File: config.mk
export PLATFORM = sky130hd
export DESIGN_NAME = ps2_key_state_decoder
export DESIGN_NICKNAME = d
export VERILOG_FILES = /design/src/rtl/ps2_key_state_decoder.sv
export SDC_FILE = /design/constraint.sdc
export NUM_CORES = 1
export LEC_CHECK = 0
export BUFFER_PORTS_ARGS = -buffer_cell sky130_fd_sc_hd__buf_4
export CORE_MARGIN = 2
export CORE_UTILIZATION = 40
export CTS_CLUSTER_DIAMETER = 80
export DETAILED_ROUTE_END_ITERATION = 16
export GPL_TIMING_DRIVEN = 0
export RECOVER_POWER = 100
export SYNTH_ARGS = -nofsm -noshare
export SYNTH_HDL_FRONTEND = slang
export SYNTH_SLANG_ARGS = --single-unit
File: constraint.sdc
create_clock -name CLOCK -period 5 [get_ports CLOCK]
set_input_delay 0.75 -clock CLOCK [delete_from_list [all_inputs] [get_ports CLOCK]]
set_output_delay 0.75 -clock CLOCK [all_outputs]
set_load 0.1 [all_outputs]
File: src/rtl/ps2_key_state_decoder.sv
// PS/2 keyboard receiver (scan code set 2) with a make/break decoder that
// keeps WASD and arrow keys as held-key level vectors for the animation stage.
// Also exposes the last good scan byte and a frame-error pulse for debug LEDs.
module ps2_key_state_decoder #(
  parameter int TIMEOUT_CYCLES = 50000,
  parameter int SYNC_STAGES    = 2
) (
  input  logic       CLOCK,
  input  logic       RESET,
  input  logic       PS2_CLK,
  input  logic       PS2_DATA,
  output logic [3:0] wasd,
  output logic [3:0] arrows,
  output logic [7:0] scan_code,
  output logic       scan_valid,
  output logic       frame_error
);

  localparam int TW = $clog2(TIMEOUT_CYCLES + 1);

  typedef enum logic [1:0] {
    ST_IDLE    = 2'd0,
    ST_EXT     = 2'd1,
    ST_BRK     = 2'd2,
    ST_EXT_BRK = 2'd3
  } state_t;

  // Odd parity holds when data plus parity bit carry an odd number of ones.
  function automatic logic odd_parity_ok(input logic [8:0] bits);
    return ^bits;
  endfunction

  // One-hot wasd bit for a set-2 letter code, zero for anything else.
  function automatic logic [3:0] wasd_mask(input logic [7:0] code);
    case (code)
      8'h1D:   return 4'b0001;
      8'h1C:   return 4'b0010;
      8'h1B:   return 4'b0100;
      8'h23:   return 4'b1000;
      default: return 4'b0000;
    endcase
  endfunction

  // One-hot arrows bit for an E0-prefixed cursor code, zero otherwise.
  function automatic logic [3:0] arrow_mask(input logic [7:0] code);
    case (code)
      8'h75:   return 4'b0001;
      8'h6B:   return 4'b0010;
      8'h72:   return 4'b0100;
      8'h74:   return 4'b1000;
      default: return 4'b0000;
    endcase
  endfunction

  logic [SYNC_STAGES-1:0] clk_sync_r;
  logic [SYNC_STAGES-1:0] data_sync_r;
  logic                   clk_prev_r;
  logic                   ps2_clk_s;
  logic                   ps2_data_s;
  logic                   fall_s;
  logic [3:0]             bit_cnt_r;
  logic [9:0]             frame_r;
  logic [TW-1:0]          to_cnt_r;
  logic                   last_edge_s;
  logic                   frame_ok_s;
  logic                   accept_s;
  logic                   bad_frame_s;
  logic                   timeout_s;
  logic [7:0]             rx_byte_s;
  state_t                 state_r;
  state_t                 state_nxt_s;
  logic [3:0]             wasd_nxt_s;
  logic [3:0]             arrows_nxt_s;

  assign ps2_clk_s   = clk_sync_r[SYNC_STAGES-1];
  assign ps2_data_s  = data_sync_r[SYNC_STAGES-1];
  assign fall_s      = clk_prev_r & ~ps2_clk_s;
  assign last_edge_s = fall_s && (bit_cnt_r == 4'd10);
  // After ten shifts: [0]=start, [8:1]=data LSB first, [9]=parity; stop is on the wire now.
  assign rx_byte_s   = frame_r[8:1];
  assign frame_ok_s  = (frame_r[0] == 1'b0) && (ps2_data_s == 1'b1) && odd_parity_ok(frame_r[9:1]);
  assign accept_s    = last_edge_s && frame_ok_s;
  assign bad_frame_s = last_edge_s && !frame_ok_s;
  // A falling edge always wins over the timeout, so the two never coincide.
  assign timeout_s   = !fall_s && (bit_cnt_r != 4'd0) && (to_cnt_r == TW'(TIMEOUT_CYCLES - 1));

  // Bring the asynchronous PS/2 lines into the CLOCK domain; idle level is high.
  always_ff @(posedge CLOCK) begin
    if (RESET) begin
      clk_sync_r  <= {SYNC_STAGES{1'b1}};
      data_sync_r <= {SYNC_STAGES{1'b1}};
      clk_prev_r  <= 1'b1;
    end else begin
      clk_sync_r  <= {clk_sync_r[SYNC_STAGES-2:0], PS2_CLK};
      data_sync_r <= {data_sync_r[SYNC_STAGES-2:0], PS2_DATA};
      clk_prev_r  <= ps2_clk_s;
    end
  end

  // Shift in one bit per falling edge and restart the bit count after the stop bit or a timeout.
  always_ff @(posedge CLOCK) begin
    if (RESET) begin
      bit_cnt_r <= 4'd0;
      frame_r   <= 10'd0;
    end else if (fall_s) begin
      if (last_edge_s) begin
        bit_cnt_r <= 4'd0;
      end else begin
        bit_cnt_r <= bit_cnt_r + 4'd1;
        frame_r   <= {ps2_data_s, frame_r[9:1]};
      end
    end else if (timeout_s) begin
      bit_cnt_r <= 4'd0;
    end else begin
      bit_cnt_r <= bit_cnt_r;
    end
  end

  // Count idle cycles inside a frame so a stalled keyboard cannot wedge the receiver.
  always_ff @(posedge CLOCK) begin
    if (RESET) begin
      to_cnt_r <= '0;
    end else if (fall_s || timeout_s || (bit_cnt_r == 4'd0)) begin
      to_cnt_r <= '0;
    end else begin
      to_cnt_r <= to_cnt_r + TW'(1);
    end
  end

  // Decoder next state and key vectors; only a freshly accepted byte moves anything.
  always_comb begin
    state_nxt_s  = state_r;
    wasd_nxt_s   = wasd;
    arrows_nxt_s = arrows;
    if (accept_s) begin
      case (state_r)
        ST_IDLE: begin
          if (rx_byte_s == 8'hE0) begin
            state_nxt_s = ST_EXT;
          end else if (rx_byte_s == 8'hF0) begin
            state_nxt_s = ST_BRK;
          end else if ((rx_byte_s == 8'hAA) || (rx_byte_s == 8'h00) || (rx_byte_s == 8'hFF)) begin
            wasd_nxt_s   = 4'b0000;
            arrows_nxt_s = 4'b0000;
            state_nxt_s  = ST_IDLE;
          end else begin
            wasd_nxt_s  = wasd | wasd_mask(rx_byte_s);
            state_nxt_s = ST_IDLE;
          end
        end
        ST_EXT: begin
          if (rx_byte_s == 8'hF0) begin
            state_nxt_s = ST_EXT_BRK;
          end else begin
            arrows_nxt_s = arrows | arrow_mask(rx_byte_s);
            state_nxt_s  = ST_IDLE;
          end
        end
        ST_BRK: begin
          wasd_nxt_s  = wasd & ~wasd_mask(rx_byte_s);
          state_nxt_s = ST_IDLE;
        end
        ST_EXT_BRK: begin
          arrows_nxt_s = arrows & ~arrow_mask(rx_byte_s);
          state_nxt_s  = ST_IDLE;
        end
        default: begin
          state_nxt_s = ST_IDLE;
        end
      endcase
    end else begin
      state_nxt_s = state_r;
    end
  end

  // Register decoder state, key vectors and the debug outputs.
  always_ff @(posedge CLOCK) begin
    if (RESET) begin
      state_r     <= ST_IDLE;
      wasd        <= 4'b0000;
      arrows      <= 4'b0000;
      scan_code   <= 8'h00;
      scan_valid  <= 1'b0;
      frame_error <= 1'b0;
    end else begin
      state_r     <= state_nxt_s;
      wasd        <= wasd_nxt_s;
      arrows      <= arrows_nxt_s;
      scan_valid  <= accept_s;
      frame_error <= bad_frame_s | timeout_s;
      if (accept_s) begin
        scan_code <= rx_byte_s;
      end else begin
        scan_code <= scan_code;
      end
    end
  end

endmodule

# Word-level counts from Yosys, hierarchy flattened
# Index checks and enable logic that the tools add are counted.
# classes
addsub,2
eq_ne,21
n_mux,30
bitwise,11
n_reduce_logical,26
# ops
op,n
$mux 4,22
$eq 8x7->1 const B,4
$eq 8x8->1 const B,4
$pmux 4 s4,2
$eq 8x5->1 const B,3
$add 16x1->16 const B,1
$eq 16x16->1 const B,1
$pmux 4 s3,1
$reduce_xor 9->1,1
$and 4x4->4,2
$eq 8x6->1 const B,1
$logic_not 8->1,1
$ne 2x2->1 const B,4
$not 4->4,2
$or 4x4->4,2
$pmux 4 s2,1
$logic_and 1x1->1,7
$mux 2,3
$pmux 2 s3,1
$reduce_and 6->1,1
$add 4x1->4 const B,1
$eq 2x2->1 const B,2
$eq 4x4->1 const B,1
$logic_not 4->1,1
13 further kinds,21
# totals
ff_bits,55
in_bits,4
wordCells,102

# Longest topological paths before layout
# Gate-level depths: netlist of run 1.
# depth
depth_word,13
mapped_depth,9
ltp_nobuf,7

# Worst setup path after synthesis of run 1
# OpenSTA, ideal clock, no wires.
# synth_timing
kind,register to register
start,register frame_r[1]
end,register arrows[1]
arrival_ns,2.008
required_ns,4.929
slack_ns,2.921
path_stages_with_launch,8
path_buffers,0
synth_period_minus_slack_ns,2.079
path_cell_list,dfxtp_1 -> inv_1 -> ha_1 -> xnor3_2 -> xnor2_4 -> nand3_4 -> o41ai_1 -> o2bb2ai_1
# synth_between
elab_chain_len,8
word_cells_on_any_way,30
classes_between,eq/ne: 12; mux: 8; bitwise: 3; reduce/logical: 7
# synth_rtl
element,line,source
start: declaration,62,logic [9:0] frame_r;
start signal: assignment,110,"frame_r <= {ps2_data_s, frame_r[9:1]};"
$eq 8x7->1,46,case (code)
$pmux 4 s4,46,
$mux 4,152,if (rx_byte_s == 8'hF0) begin
$mux 4,136,case (state_r)
$mux 4,135,if (accept_s) begin
$or 4x4->4,155,arrows_nxt_s = arrows | arrow_mask(rx_byte_s);
$mux 4,152,
$pmux 4 s3,136,
end signal: assignment,188,arrows <= arrows_nxt_s;
end: declaration,13,"output logic [3:0] arrows,"
# Parallel ways exist; a longest one is shown, timed or not. The select of a mux whose other input is x is not followed.
# A chain may end at the register's enable or synchronous reset.

# Worst setup path after layout of run 1
# layout_timing
start,register frame_r[1]
end,register arrows[2]
# Same word-level chain as after synthesis.

==> results by group, run 1 <==
Detailed routing
  – Initial DRC Count: 102
  – DRC: 0
  – Post-route ant nets: 0
  – Routed WL: 5610 µm
  – DR WL/cell: 13.3 µm
  – DR pass1 iterations: 4
  – Total number of vias: 2253
  – Vias per cell: 5.35

Floorplan
  – DIE HEIGHT: 86.1 µm
  – Die Wd: 86.1 µm
  – I/O pin total: 22
  – Core Area: 6420 µm²
  – Die footprint: 7410 µm²
  – Site Rows: 29
  – Initial Util: 41.9%

GRT
  – First-pass GRT wire length: 9450 µm
  – Initial antenna violation count: 0
  – Largest net degree at the start of global routing: 17
  – Vias in the first global route: 2058
  – Global routing usage on met2: 26.6%
  – Total GRT Usage: 15.9%
  – Grt met1 use: 20.9%
  – GRT busiest layer: met2
  – Total gr overflow: 0
  – Met3 usage in global routing: 2.89%

Clock tree
  – Max clock buf depth: 2
  – CTS resizes: 0
  – CTS tree: done
  – Clock Sinks: 55
  – Clock-pin slew on the worst setup and hold paths: 0.10 ns
  – TritonCTS buffer count: 5
  – H-tree Lvls: 2
  – Root Driver: clkbuf_8
  – Hold_buf cts: 0
  – Post-CTS Setup Bufs: 0
  – Skew-Pair Late Insertion Delay: 0.31 ns

Critical path
  – CP Max Fanout: 8
  – Req. time, crit path: 5.18 ns
  – CP startpoint kind: flop
  – R2R setup slack: 2.17 ns
  – Crit path kind: flop to flop
  – R2r endpoint: arrows[2]
  – RR Startpoint: frame_r[1]
  – Crit end category: flop
  – Worst EP arrival: 3.01 ns
  – Path depth of the worst reg2reg path: 7

Synth
  – Synth Register Bits: 55
  – Post-Syn Nets: 340
  – Sequential fraction of the synthesis area: 40.9%
  – Ys flop type: dfxtp_1
  – Synthesized cell area: 2690 µm²
  – Fraction of registers with async set/reset: 0%
  – Post-synth EDFFs: 0
  – Synthesized area per cell: 8.52 µm²
  – Post-Synthesis Cells: 316
  – Ys Warns: 0
  – Yosys cell types: 46

Timing
  – Fin crit period: 2.83 ns
  – RSZ-0062 raised after global routing: false
  – Period utilization: 56.5%
  – Max_slew headroom: 22.4%
  – Sum Neg Setup Slack: 0 ns
  – Clock skew: 0.00530 ns
  – Max Clk Rate: 354 MHz
  – Worst-Margin Slew: 1.17 ns
  – Final Slew Violations: 0
  – Final hold vios: 0
  – Setup violations, final: 0

Final layout
  – Finished Layout Cells: 421
  – Nets: 368
  – Layout cells sized above 1: 4.94%
  – Area growth syn-to-layout: 8.96%
  – Ant diodes: 0

Power
  – PD cells: 258 nW/µm²
  – Leak: 0.988 nW
  – Maximum VDD drop: 0.172 mV

Hold path
  – Worst Hold Endpoint: clk_sync_r[1]
  – Worst Hold Depth: 1
  – Worst Hold Class: flop to flop
  – Hold path start: clk_sync_r[0]

Job
  – Max-cap viol count: 0

Placement
  – GP Congestion: 0.800
  – Post-DP HPWL: 4100 µm
  – Placed cell count: 414
  – Count of input and output buffers: 21

Outcome
  – Status: complete, no violations
==> synthesized netlist by cell type (5+ instances only) <==
cell type,instances,area [µm²]
xnor2_1,7,61.3
clkbuf_1,11,41.3
nand3_1,15,75.1
a21oi_1,23,115
xor2_1,8,70.1
inv_1,13,48.8
o21ai_1,6,30.0
or2_2,6,37.5
ha_1,20,250
nand2_1,51,191
dfxtp_1,55,1100
nor2b_1,5,31.3
nor2_1,30,113
nand4_1,19,119
==> sequential cells by signal, summed over array words and instances (netlist names) <==
register / cells
state_r: 2
bit_cnt_r: 4
wasd: 4
clk_prev_r: 1
scan_code: 8
arrows: 4
scan_valid: 1
frame_r: 10
to_cnt_r: 16
frame_error: 1
clk_sync_r: 2
data_sync_r: 2
==> cell type report <==
class,count,area (µm²)
clock inverter,2,37.5
clock buffer,5,68.8
fill,642,3490
timing repair buffer,21,86.3
sequential,55,1100
multi-input combinational,235,1440
buffer,13,52.6
tap,77,96.3
inverter,13,48.8
==> through the flow <==
stage | area (µm²) | utilization (%) | setup WS, ns | hold WS [ns] | total power, mW
2_1_floorplan | 2690 | - | 2.92 | 0.389 | 0.471
3_3_place_gp | 2950 | 45.9 | 2.70 | 0.392 | 0.479
3_5_place_dp | 2950 | 45.9 | 2.68 | 0.398 | 0.480
4_1_cts | 3050 | 47.6 | 2.65 | 0.423 | 0.769
5_1_grt | 2940 | 45.7 | 1.89 | 0.426 | 0.784
6_report | 2940 | 45.7 | 2.17 | 0.419 | 0.758
==> power breakdown <==
| part | switching [mW] | leakage (nW) | internal [mW] |
|---|---|---|---|
| registers | 0.00206 | 0.444 | 0.441 |
| clock network | 0.145 | 0.0502 | 0.147 |
| logic | 0.0159 | 0.494 | 0.00811 |
==> metal layers <==
| metal | wire length, µm | part of all wire [%] |
|---|---|---|
| met2 | 2560 | 46 |
| met1 | 2770 | 49 |
| met5 | 0 | 0 |
| met3 | 214 | 3.8 |
| met4 | 65 | 1.2 |
==> critical path, stage by stage, from the launching register on <==
cell and delay, ns:
dfxtp_1 0.47, inv_1 0.10, ha_1 0.33, xnor3_2 0.38, xnor2_1 0.29, nand3_1 0.34, nor4_1 0.69, o2bb2ai_1 0.11
==> worst max-delay path by stage <==
stage / from / to / slack (ns)
after floorplan: frame_r[1] / arrows[1] / 2.92
after global placement: frame_r[1] / arrows[0] / 2.70
after detailed placement: frame_r[1] / arrows[2] / 2.68
after CTS: frame_r[1] / arrows[2] / 2.65
after global routing: frame_r[1] / arrows[3] / 1.89
final: frame_r[1] / arrows[2] / 2.17
==> cells in the final DEF, fill, tap and decap left out, types with 3 or more instances in the layout <==
cell type / instances
dfxtp_1: 55
nand2_1: 51
clkbuf_1: 31
nor2_1: 30
a21oi_1: 23
ha_1: 20
nand4_1: 19
nand3_1: 16
inv_1: 13
xor2_1: 8
xnor2_1: 8
or2_2: 6
nor2b_1: 5
clkbuf_8: 5
or3_1: 4
o21ai_0: 4
a31oi_1: 4
o2bb2ai_1: 4
nor3_1: 3
buf_4: 3
and4b_1: 3
o21ai_1: 3
==> kinds of logic (layout without fill, tap and decap cells) <==
group,count (synthesis),in the layout,share of synthesized area [%]
simple gates,150,150,28.4
flops,55,55,40.9
compound gates,48,48,10.9
buf+inv,26,54,3.81
fa+ha+maj,20,20,9.29
xor+xnor,17,17,6.78
(Power assumes the default switching activity.)
==> run 2: changes to the inputs <==
==> constraint.sdc (replaced) <==
create_clock -name CLOCK -period 2.5 [get_ports CLOCK]
set_input_delay 0.375 -clock CLOCK [delete_from_list [all_inputs] [get_ports CLOCK]]
set_output_delay 0.375 -clock CLOCK [all_outputs]
set_load 0.1 [all_outputs]
==> run 2 against run 1 <==
Critical path depth unchanged. First-iteration DRC count is 17% higher. Register-to-register slack worse by 2.0 ns. Worst setup slack worse by 2.0 ns. Largest power group unchanged. Sequential share of layout area down 0.58 points. Utilization up 0.72 points. Via count down 1.1%. Final cell count unchanged.
==> results by group, run 2 (synthesized netlist as in run 1, its figures left out) <==
Timing
  – Setup violations, final: 0
  – Worst-Margin Slew: 1.17 ns
  – Max_slew headroom: 22.4%
  – Sum Neg Setup Slack: 0 ns
  – Fin crit period: 2.33 ns
  – Setup slack after layout: 0.171 ns
  – Final Slew Violations: 0
  – Period utilization: 93.2%
  – Final hold vios: 0
  – Clock skew: 0.00445 ns
  – RSZ-0062 raised after global routing: false
  – Max Clk Rate: 429 MHz

Floorplan
  – Die footprint: 7410 µm²
  – Die Wd: 86.1 µm
  – DIE HEIGHT: 86.1 µm
  – Initial Util: 41.9%
  – I/O pin total: 22
  – Site Rows: 29
  – Core Area: 6420 µm²

Critical path
  – Crit end category: flop
  – R2r endpoint: arrows[2]
  – CP Capture Point: arrows[2]
  – Path depth of the worst reg2reg path: 7
  – Crit path kind: flop to flop
  – Worst EP arrival: 2.58 ns
  – Req. time, crit path: 2.75 ns
  – CP startpoint kind: flop
  – CP Max Fanout: 8
  – RR Startpoint: frame_r[1]
  – Crit path from: frame_r[1]
  – R2R setup slack: 0.17 ns

Final layout
  – Ant diodes: 0
  – Nets: 368
  – Commonest non-fill, non-tap cell in the layout: dfxtp_1
  – Top Registers: to_cnt_r x16, frame_r x10, scan_code x8
  – Final Cell Area: 2980 µm²
  – Biggest register: to_cnt_r
  – Most frequent cells in the layout: 55 x dfxtp_1, 51 x nand2_1, 30 x nor2_1
  – Layout cells sized above 1: 6.69%
  – Max FFs per register: 16
  – Fillers: 635
  – Area growth syn-to-layout: 10.7%

Detailed routing
  – DR WL/cell: 13.2 µm
  – Vias per cell: 5.29
  – Initial DRC Count: 119
  – Total number of vias: 2229
  – DRC: 0
  – Post-route ant nets: 0
  – DR pass1 iterations: 4
  – Routed WL: 5570 µm

Placement
  – Count of input and output buffers: 21
  – Post-DP HPWL: 4100 µm
  – Setup Slack @ Placement: 0.176 ns
  – GP Congestion: 0.800
  – Post-place instance area: 2950 µm²

Clock tree
  – Skew-Pair Late Insertion Delay: 0.31 ns
  – Max clock buf depth: 2
  – TritonCTS buffer count: 5
  – Clock-pin slew on the worst setup and hold paths: 0.10 ns
  – Post-CTS Setup Bufs: 0
  – CTS tree: done
  – Root Driver: clkbuf_8
  – H-tree Lvls: 2
  – Hold_buf cts: 0
  – CTS resizes: 0
  – Clock Sinks: 55

GRT
  – First-pass GRT wire length: 9450 µm
  – Met3 usage in global routing: 2.89%
  – GRT busiest layer: met2
  – Global routing usage on met2: 26.6%
  – Largest net degree at the start of global routing: 17
  – Total GRT Usage: 15.9%
  – Initial antenna violation count: 0
  – Grt met1 use: 20.9%
  – Total gr overflow: 0
  – Vias in the first global route: 2058

Outcome
  – Status: complete, no violations

Power
  – Total Power: 1.52 mW
  – PD cells: 510 nW/µm²
  – Maximum VDD drop: 0.345 mV
  – Leak: 1.01 nW

Hold path
  – Worst Hold Class: input pin to flop
  – Worst Hold Depth: 2

Job
  – Max-cap viol count: 0
-- run 2: cell types whose count changed in the layout (fill, tap and decap cells not counted) --
| cell | previous run | this run |
|---|---|---|
| clkbuf_2 | 0 | 2 |
| nor4b_2 | 0 | 1 |
| o21ai_0 | 4 | 3 |
| nand3_4 | 0 | 1 |
| xnor2_1 | 8 | 7 |
| nor4b_1 | 1 | 0 |
| nand3_1 | 16 | 15 |
| xnor2_4 | 0 | 1 |
| clkbuf_1 | 31 | 29 |
| o21ai_1 | 3 | 4 |
| nor4_2 | 0 | 1 |
| nor4_1 | 2 | 1 |
-- run 2: critical path, stage by stage (launching register included) --
cell and delay (ns):
dfxtp_1 0.47, inv_1 0.10, ha_1 0.33, xnor3_2 0.42, xnor2_4 0.23, nand3_4 0.15, o41ai_1 0.42, o2bb2ai_1 0.15
-- run 2: metal layers --
metal	share of wire (%)	routed length [µm]
met1	50	2770
met2	46	2570
met3	3.1	171
met4	1.2	65
met5	0	0
-- run 2: report_power, final --
part	internal, mW	switching (mW)	leakage [nW]
sequential	0.881	0.00414	0.444
clock	0.293	0.291	0.0502
combinational	0.0182	0.0339	0.511
-- run 2: cell type report --
class	count	area, µm²	area share [%]
Multi-Input combinational cell	235	1490	49.9
Sequential cell	55	1100	36.9
Tap cell	77	96.3	3.23
Timing Repair Buffer	21	86.3	2.90
Clock buffer	5	68.8	2.31
Buffer	13	55.1	1.85
Inverter	13	48.8	1.64
Clock inverter	2	37.5	1.26
-- run 2: worst min path at each step --
stage	startpoint	end	slack, ns
after floorplan	clk_sync_r[0]	clk_sync_r[1]	0.39
after global placement	data_sync_r[0]	data_sync_r[1]	0.39
after detailed placement	data_sync_r[0]	data_sync_r[1]	0.40
after CTS	PS2_DATA	data_sync_r[0]	0.24
after global routing	PS2_DATA	data_sync_r[0]	0.24
final	PS2_DATA	data_sync_r[0]	0.25
-- run 2: metrics by stage --
step	hold slack (ns)	utilization, %	instances
2_1_floorplan	0.389	-	316
3_3_place_gp	0.392	45.9	414
3_5_place_dp	0.398	45.9	414
4_1_cts	0.235	47.6	421
5_1_grt	0.241	46.4	421
6_report	0.246	46.4	421
